### config.mk
export PLATFORM = sky130hd
export DESIGN_NAME = rsbrctl01a
export DESIGN_NICKNAME = d
export VERILOG_FILES = /design/src/rtl/rsbrctl01a_pkg.sv /design/src/rtl/rsbrctl01a.sv
export SDC_FILE = /design/constraint.sdc
export NUM_CORES = 1
export LEC_CHECK = 0
export ABC_AREA = 1
export BUFFER_PORTS_ARGS = -buffer_cell sky130_fd_sc_hd__buf_2
export CAP_MARGIN = 20
export CORE_UTILIZATION = 62
export CTS_CLUSTER_DIAMETER = 120
export CTS_CLUSTER_SIZE = 16
export DETAILED_ROUTE_END_ITERATION = 10
export GPL_TIMING_DRIVEN = 0
export PLACE_DENSITY = 0.85
export SLEW_MARGIN = 40
export SYNTH_ARGS = -nofsm -noshare
export SYNTH_HDL_FRONTEND = slang
export SYNTH_SLANG_ARGS = --single-unit
### constraint.sdc
create_clock -name F50Clk -period 2.4 [get_ports F50Clk]
set_clock_uncertainty 0.1 [all_clocks]
set_input_delay 0.36 -clock F50Clk [delete_from_list [all_inputs] [get_ports F50Clk]]
set_output_delay 0.36 -clock F50Clk [all_outputs]
set_load 0.01 [all_outputs]
### src/rtl/rsbrctl01a_pkg.sv
// Shared definitions for the bit-rate change controller and the baud generator.
// Holds the rate codes (including the generator's reset rate), the controller
// state encoding and the rate-code validity check.
package rsbrctl01a_pkg;

  localparam logic [3:0] RATE_1     = 4'h1;
  localparam logic [3:0] RATE_2     = 4'h2;
  localparam logic [3:0] RATE_3     = 4'h3;
  localparam logic [3:0] RATE_4     = 4'h4;
  localparam logic [3:0] RATE_5     = 4'h5;
  localparam logic [3:0] RATE_6     = 4'h6;
  localparam logic [3:0] RATE_7     = 4'h7;
  localparam logic [3:0] RATE_8     = 4'h8;
  localparam logic [3:0] RATE_9     = 4'h9;
  localparam logic [3:0] RATE_A     = 4'hA;
  localparam logic [3:0] RATE_F     = 4'hF;
  // Rate the baud generator comes out of reset with.
  localparam logic [3:0] RATE_RESET = RATE_3;

  typedef enum logic [1:0] {
    ST_IDLE   = 2'd0,
    ST_DRAIN  = 2'd1,
    ST_SETTLE = 2'd2,
    ST_DONE   = 2'd3
  } state_e;

  // Codes 1..A and F are usable; 0 and B..E are not.
  function automatic logic RateValid(input logic [3:0] code);
    RateValid = ((code >= RATE_1) && (code <= RATE_A)) || (code == RATE_F);
  endfunction

endpackage

### src/rtl/rsbrctl01a.sv
// Bit-rate change controller.
// Accepts a rate-change request, holds the TX/RX engines, waits for them to go
// idle (bounded by DRAIN_TIMEOUT), drives the new BitRateSel and then waits
// SETTLE_CYCLES for the baud generator to re-lock before pulsing Done.
// Ports:
//   F50Clk      clock (50 MHz)
//   reset_n     asynchronous active-low reset
//   ReqValid    one-cycle request strobe, honoured only when idle
//   ReqRate     requested rate code, sampled with ReqValid
//   TxBusy      transmitter mid-frame
//   RxBusy      receiver mid-frame
//   BitRateSel  registered rate code to the baud generator
//   Hold        engines must not start a new frame (DRAIN/SETTLE)
//   Busy        controller not idle
//   Done        one-cycle completion pulse
//   Err         request rejected or aborted, meaningful with Done
module rsbrctl01a
  import rsbrctl01a_pkg::*;
#(
  parameter logic [15:0] SETTLE_CYCLES = 16'd53602,
  parameter logic [23:0] DRAIN_TIMEOUT = 24'd5000000
) (
  input  logic       F50Clk,
  input  logic       reset_n,
  input  logic       ReqValid,
  input  logic [3:0] ReqRate,
  input  logic       TxBusy,
  input  logic       RxBusy,
  output logic [3:0] BitRateSel,
  output logic       Hold,
  output logic       Busy,
  output logic       Done,
  output logic       Err
);

  state_e      state_q,      state_d;
  logic [3:0]  rate_q,       rate_d;
  logic [3:0]  sel_q,        sel_d;
  logic [15:0] settle_cnt_q, settle_cnt_d;
  logic [23:0] drain_cnt_q,  drain_cnt_d;
  logic        hold_q,       hold_d;
  logic        busy_q,       busy_d;
  logic        done_q,       done_d;
  logic        err_q,        err_d;

  always_ff @(posedge F50Clk or negedge reset_n) begin
    if (!reset_n) begin
      state_q      <= ST_IDLE;
      rate_q       <= RATE_RESET;
      sel_q        <= RATE_RESET;
      settle_cnt_q <= 16'd0;
      drain_cnt_q  <= 24'd0;
      hold_q       <= 1'b0;
      busy_q       <= 1'b0;
      done_q       <= 1'b0;
      err_q        <= 1'b0;
    end else begin
      state_q      <= state_d;
      rate_q       <= rate_d;
      sel_q        <= sel_d;
      settle_cnt_q <= settle_cnt_d;
      drain_cnt_q  <= drain_cnt_d;
      hold_q       <= hold_d;
      busy_q       <= busy_d;
      done_q       <= done_d;
      err_q        <= err_d;
    end
  end

  always_comb begin
    state_d      = state_q;
    rate_d       = rate_q;
    sel_d        = sel_q;
    settle_cnt_d = settle_cnt_q;
    drain_cnt_d  = drain_cnt_q;
    err_d        = 1'b0;

    unique case (state_q)
      ST_IDLE: begin
        if (ReqValid) begin
          if (!RateValid(ReqRate)) begin
            state_d = ST_DONE;
            err_d   = 1'b1;
          end else if (ReqRate == sel_q) begin
            // Already at the requested rate: complete without holding the engines.
            state_d = ST_DONE;
          end else begin
            rate_d      = ReqRate;
            drain_cnt_d = 24'd0;
            state_d     = ST_DRAIN;
          end
        end
      end
      ST_DRAIN: begin
        // Idle wins over the timeout when both happen in the same cycle.
        if (!TxBusy && !RxBusy) begin
          sel_d        = rate_q;
          settle_cnt_d = 16'd0;
          state_d      = ST_SETTLE;
        end else if (drain_cnt_q == (DRAIN_TIMEOUT - 24'd1)) begin
          state_d = ST_DONE;
          err_d   = 1'b1;
        end else if (drain_cnt_q != 24'hFF_FFFF) begin
          drain_cnt_d = drain_cnt_q + 24'd1;
        end
      end
      ST_SETTLE: begin
        if (settle_cnt_q == (SETTLE_CYCLES - 16'd1)) begin
          state_d = ST_DONE;
        end else begin
          settle_cnt_d = settle_cnt_q + 16'd1;
        end
      end
      ST_DONE: begin
        state_d = ST_IDLE;
      end
      default: begin
        state_d = ST_IDLE;
      end
    endcase

    // Flags are decoded from the next state so they come straight off flops.
    hold_d = (state_d == ST_DRAIN) || (state_d == ST_SETTLE);
    busy_d = (state_d != ST_IDLE);
    done_d = (state_d == ST_DONE);
  end

  assign BitRateSel = sel_q;
  assign Hold       = hold_q;
  assign Busy       = busy_q;
  assign Done       = done_q;
  assign Err        = err_q;

endmodule

==> run_results.csv, run 1 <==
group,metric,value,unit
sta,setup_viol,0,
sta,fmax,495.3,MHz
finish,drive_gt1_share,10.12,%
clock_tree,cts_tree,"built",
routing,wl_per_cell,12.21,um
clock_tree,cts.sinks,54,
global_route,grt_usage,27.82,%
power,power_density,759.9,nW/um^2
sta,fin_crit,2.019,ns
floorplanning,die_area,6017,sq um
critical_path,critPathMaxFanout,4,
floorplanning,io_pins,17,
critical_path,worstSetupPathType,"reg2reg",
yosys,syn_area,3541,sq um
routing,routed_wl,7.756,mm
power,total_power,2891,uW
worst_hold_path,hold_path_class,"in2async",
routing,viasPerCell,5.304,
critical_path,cp-end-kind,"flop",
run_status,outcome,"finished with violations",
floorplanning,fp.coreArea,5507,sq um
job,maxCapViolations,0,
sta,final_hold_viol_count,30,
sta,relSlewSlack,55.42,%
floorplanning,die_x,77.57,um
power,p_leak,0.001823,uW
placed_design,dpl.hpwl,5.754,mm
clock_tree,cts_setup_buffers,0,
sta,worst_pin_slew,0.6686,ns
clock_tree,ctsHoldBuffers,0,
yosys,synth_area_leaders,"dfrtp_1 35%, nand2_1 21%, nor2_1 8.5%, inv_1 6.5%, nand3_1 4.7%",
routing,dr.pass1.iters,5,
routing,postRouteAntennaNets,0,
floorplanning,start_util,64.30,%
routing,via_count,3368,
finish,area_delta_synth_final,7.456,%
sta,hold_ws,-0.02287,ns
placed_design,numPortBuffers,16,
yosys,yosys.area.top_type,"dfrtp_1",
placed_design,placed_area,3714,sq um
global_route,grt_overflow_total,0,
finish,multi_input_area,1869,sq um
clock_tree,worst_skew_pair.late_latency,0.31,ns
finish,finalInstanceArea,3805,sq um
critical_path,required,2.49,ns
finish,fill_cells,480,
global_route,antenna_found_initial,0,
placed_design,dp_slack,0.4222,ns
global_route,grt_pass1_wl,13.46,mm
finish,register_area,1356,sq um
global_route,grt_max_degree,55,
yosys,synth_area_per_cell,6.569,sq um
clock_tree,numCtsBuffers,5,
clock_tree,cts_buffer_depth,2,
finish,final_nets,576,
yosys,syn_inst,539,
floorplanning,die_y,77.57,um
yosys,ys_seq_area_share,38.30,%
clock_tree,root_buffer,"clkbuf_8",
clock_tree,path_clk_slew,0.09,ns
sta,fin_crit_sh,84.13,%
placed_design,place_congestion,0.9420,
run_status,violations,"hold timing",
sta,rsz0062_at_grt,"false",
routing,drc,0,
yosys,synth_seq_cells,54,
finish,antenna_cells,0,
power,ir_drop,0.0007180,V
routing,drtIter0Drc,209,
critical_path,start_kind,"flop",
yosys,yosys_warnings,0,
global_route,grt_pass1_vias,3165,
clock_tree,htreeDepth,2,
finish,final_common_cell,"nand2_1",
yosys,syn-num-nets,553,
sta,tns,0,ns
sta,worst_slack,0.3808,ns
critical_path,crit_arrival,2.11,ns
yosys,yosysTopAreaCellShare,35.34,%
sta,final_max_slew_viol_count,0,
floorplanning,rows,27,
clock_tree,ctsResizeCount,0,
yosys,ys_types,28,
finish,layout_common_cells,"195 x nand2_1, 80 x nor2_1, 61 x inv_1",
-- path summary, 6_finish.rpt --
kind	start	end	slack, ns	cells past startpoint
max in group asynchronous	reset_n	settle_cnt_q[2]$_DFFE_PN0P_	1.77	1
max reg2reg	drain_cnt_q[0]$_DFFE_PN0P_	Hold$_DFF_PN0_	0.38	11
min reg2reg	rate_q[1]$_DFFE_PN1P_	rate_q[1]$_DFFE_PN1P_	0.40	2
max	drain_cnt_q[0]$_DFFE_PN0P_	Hold$_DFF_PN0_	0.38	11
min	reset_n	drain_cnt_q[13]$_DFFE_PN0P_	-0.02	1
min in group F50Clk	ReqRate[1]	rate_q[1]$_DFFE_PN1P_	0.21	3
-- routing by layer --
metal / part of all wire, % / vias up / GRT usage [%]
li1: - / 1715 / -
met1: 47 / 1561 / 35.14
met2: 48 / 77 / 49.38
met3: 3.5 / 15 / 3.765
met4: 1.6 / 0 / 8.113
met5: 0 / - / 0
-- synth_stat cells, drive strengths merged --
cell,count
o21ai,30
a31oi,1
dfstp,4
nor3b,1
a21oi,5
nand3b,1
ha,5
o21a,1
nand2,202
nor3,18
nor2,89
nand3,34
dfrtp,50
xnor2,3
xor2,9
nand4,9
a211oi,1
o32ai,1
clkbuf,1
inv,67
buf,7
-- cell families (layout without fill, tap and decap cells) --
group | count (synthesis) | after routing | synth area share, %
adders and majority gates | 5 | 5 | 1.767
and+or+nand+nor | 354 | 354 | 42.26
DFF | 54 | 54 | 38.30
AOI/OAI and AO/OA | 39 | 39 | 5.795
buffers and inverters | 75 | 99 | 8.904
xor gates and xnor gates | 12 | 12 | 2.968
-- worst max-delay path: stages (launching register included) --
cell and delay (ns):
dfrtp_1 0.40, ha_1 0.22, nand2_2 0.09, nor2_4 0.14, nand2_1 0.10, nor2_1 0.09
nand3_1 0.12, nand2_1 0.08, nand2_1 0.11, nand3_1 0.14, inv_1 0.06, ha_1 0.26
-- power breakdown --
part / switching, uW / total (uW) / internal, uW
clock: 288 / 522 / 234
combinational: 774 / 1140 / 366
sequential: 132 / 1230 / 1100
total: 1190 / 2890 / 1700
-- layout make-up --
class,count,area share (%)
clock inverter,1,0.1315
timing repair buffer,16,2.170
clock buffer,7,2.269
multi-input combinational,410,49.13
buffer,8,1.677
tap,72,2.368
sequential,54,35.65
inverter,67,6.610
-- through the flow --
step,utilization [%],std cells
after floorplan,-,539
after global placement,67.39,627
after detailed placement,67.44,627
after CTS,69.10,635
after global routing,69.10,635
final,69.10,635
-- state kept, by name, summed over array words and instances (netlist names) --
signal,count
Hold,1
Done,1
rate_q,4
BitRateSel,4
Busy,1
drain_cnt_q,24
Err,1
settle_cnt_q,16
state_q,2
Power figures use the tool's default switching activity.
==> inputs of run 2 (changes only) <==
--- a/config.mk
+++ b/config.mk
@@ -8,12 +8,12 @@
 export ABC_AREA = 1
 export BUFFER_PORTS_ARGS = -buffer_cell sky130_fd_sc_hd__buf_2
 export CAP_MARGIN = 20
-export CORE_UTILIZATION = 62
+export CORE_UTILIZATION = 56
 export CTS_CLUSTER_DIAMETER = 120
 export CTS_CLUSTER_SIZE = 16
 export DETAILED_ROUTE_END_ITERATION = 10
 export GPL_TIMING_DRIVEN = 0
-export PLACE_DENSITY = 0.85
+export PLACE_DENSITY = 0.82
 export SLEW_MARGIN = 40
 export SYNTH_ARGS = -nofsm -noshare
 export SYNTH_HDL_FRONTEND = slang
==> constraint.sdc (replaced) <==
create_clock -name F50Clk -period 1.7 [get_ports F50Clk]
set_clock_uncertainty 0.1 [all_clocks]
set_input_delay 0.255 -clock F50Clk [delete_from_list [all_inputs] [get_ports F50Clk]]
set_output_delay 0.255 -clock F50Clk [all_outputs]
set_load 0.01 [all_outputs]
==> run_results.csv, run 2 (same netlist as run 1, synthesis figures left out) <==
group,metric,value,unit
sta,fin_crit_sh,109.1,%
power,p_leak,0.002105,uW
power,ir_drop,0.001163,V
placed_design,dpl.hpwl,5.683,mm
clock_tree,root_buffer,"clkbuf_8",
power,power_density,1186,nW/um^2
finish,drive_gt1_share,22.58,%
finish,antenna_cells,0,
global_route,grt_pass1_wl,13.95,mm
sta,setup_viol,29,
finish,final_common_cell,"nand2_1",
floorplanning,start_util,58.76,%
sta,fin_crit,1.856,ns
placed_design,placed_area,3727,sq um
clock_tree,cts.sinks,54,
finish,reg.largest.list,"drain_cnt_q x24, settle_cnt_q x16",
global_route,antenna_found_initial,0,
floorplanning,die_y,81.52,um
routing,routed_wl,9.011,mm
finish,largest_reg_flops,24,
global_route,grt_max_degree,55,
clock_tree,htreeDepth,2,
sta,worst_slack,-0.1555,ns
sta,final_max_slew_viol_count,0,
finish,area_delta_synth_final,22.69,%
floorplanning,io_pins,17,
placed_design,numPortBuffers,16,
finish,layout_common_cells,"172 x nand2_1, 75 x nor2_1, 56 x inv_1",
finish,final_nets,602,
sta,worst_pin_slew,0.6629,ns
sta,rsz0062_at_grt,"true",
routing,drtIter0Drc,294,
routing,wl_per_cell,13.57,um
placed_design,place_congestion,0.9152,
clock_tree,numCtsBuffers,5,
critical_path,worstSetupPathType,"reg2reg",
global_route,grt_pass1_vias,3204,
critical_path,cp-end-kind,"flop",
clock_tree,cts_buffer_depth,2,
global_route,grt_overflow_total,0,
critical_path,start_kind,"flop",
floorplanning,fp.coreArea,6026,sq um
job,maxCapViolations,0,
critical_path,required,1.85,ns
sta,fmax,538.9,MHz
global_route,grt_usage,27.24,%
run_status,violations,"setup timing",
routing,via_count,3572,
sta,tns,-3.477,ns
finish,finalInstanceArea,4344,sq um
finish,regMostFlops,"drain_cnt_q",
run_status,outcome,"finished with violations",
routing,dr.pass1.iters,4,
sta,final_hold_viol_count,0,
critical_path,critPathMaxFanout,5,
routing,viasPerCell,5.380,
floorplanning,rows,28,
sta,relSlewSlack,55.81,%
routing,postRouteAntennaNets,0,
clock_tree,cts_tree,"built",
clock_tree,path_clk_slew,0.10,ns
floorplanning,die_area,6645,sq um
worst_hold_path,hold_path_class,"in2reg",
routing,drc,0,
clock_tree,worst_skew_pair.late_latency,0.31,ns
critical_path,crit_arrival,2.00,ns
floorplanning,die_x,81.52,um
## run 2: changes by cell type in the layout (fill, tap and decap cells not counted), sizes merged
| cell | delta |
|---|---|
| buf | +23 |
| bufinv | +1 |
| clkbuf | +1 |
| clkinv | -1 |
| clkinvlp | +1 |
| dlygate4sd3 | +1 |
## run 2: final cells by class
class	count	area [sq um]
repair buffers	42	322.8
multi-input cells	410	2122
clock inverters	2	37.54
clock buffers	6	72.57
flip-flops and latches	54	1360
inverters	67	251.5
fillers	441	1682
well taps	75	93.84
plain buffers	8	83.83
## run 2: final timing paths
| path | from | end | slack, ns | depth (start not counted) |
|---|---|---|---|---|
| max | drain_cnt_q[1]$_DFFE_PN0P_ | drain_cnt_q[21]$_DFFE_PN0P_ | -0.16 | 12 |
| min reg2reg | rate_q[1]$_DFFE_PN1P_ | rate_q[1]$_DFFE_PN1P_ | 0.40 | 2 |
| max in group asynchronous | reset_n | state_q[0]$_DFF_PN0_ | 0.61 | 2 |
| min in group asynchronous | reset_n | drain_cnt_q[10]$_DFFE_PN0P_ | 0.41 | 2 |
| min | ReqRate[2] | rate_q[2]$_DFFE_PN0P_ | 0.09 | 3 |
| max reg2reg | drain_cnt_q[1]$_DFFE_PN0P_ | drain_cnt_q[21]$_DFFE_PN0P_ | -0.16 | 12 |
## run 2: critical path, cell delays in order, from the launching register on
cell and delay (ns):
dfrtp_1 0.41, ha_4 0.17, nand2_4 0.06, nor2_4 0.17, nand2_4 0.10, nor2_4 0.13, nand2_1 0.07, nand2_1 0.09
nand2_2 0.07, nand3_4 0.12, clkbuf_16 0.17, nand2_2 0.04, nand2_1 0.07
## run 2: where the power goes
group / switching [uW] / total [uW] / internal, uW
registers: 206 / 1760 / 1560
clock network: 424 / 864 / 440
logic: 1490 / 2530 / 1030
## run 2: metal layers
metal / GRT usage (%) / wire (um) / vias to the layer above
met5: 0 / 0 / -
met4: 11.07 / 187 / 0
met3: 4.444 / 457 / 20
met2: 46.00 / 4461 / 110
met1: 34.53 / 3905 / 1673
li1: - / - / 1769
## run 2: stage by stage
| stage | setup WS (ns) | cells | util [%] | total power (uW) | hold WS [ns] |
|---|---|---|---|---|---|
| floorplan | -0.02357 | 539 | - | 2897 | -0.1406 |
| global placement | -0.2327 | 630 | 61.81 | 3318 | 0.3789 |
| detailed placement | -0.2840 | 630 | 61.86 | 3398 | 0.2360 |
| CTS | -0.1203 | 648 | 66.26 | 4469 | 0.08116 |
| global route | -0.2717 | 664 | 72.09 | 5458 | 0.08999 |
| finish | -0.1555 | 664 | 72.09 | 5151 | 0.09042 |
## run 2: what timing repair did
action	4_1_cts	5_1_grt
endpoints found under the setup margin	42	49
cloned	0	3
pin swaps	8	22
hold buffers	1	0
gates resized for setup	26	59
setup buffers	9	13
endpoints found under the hold margin	50	0
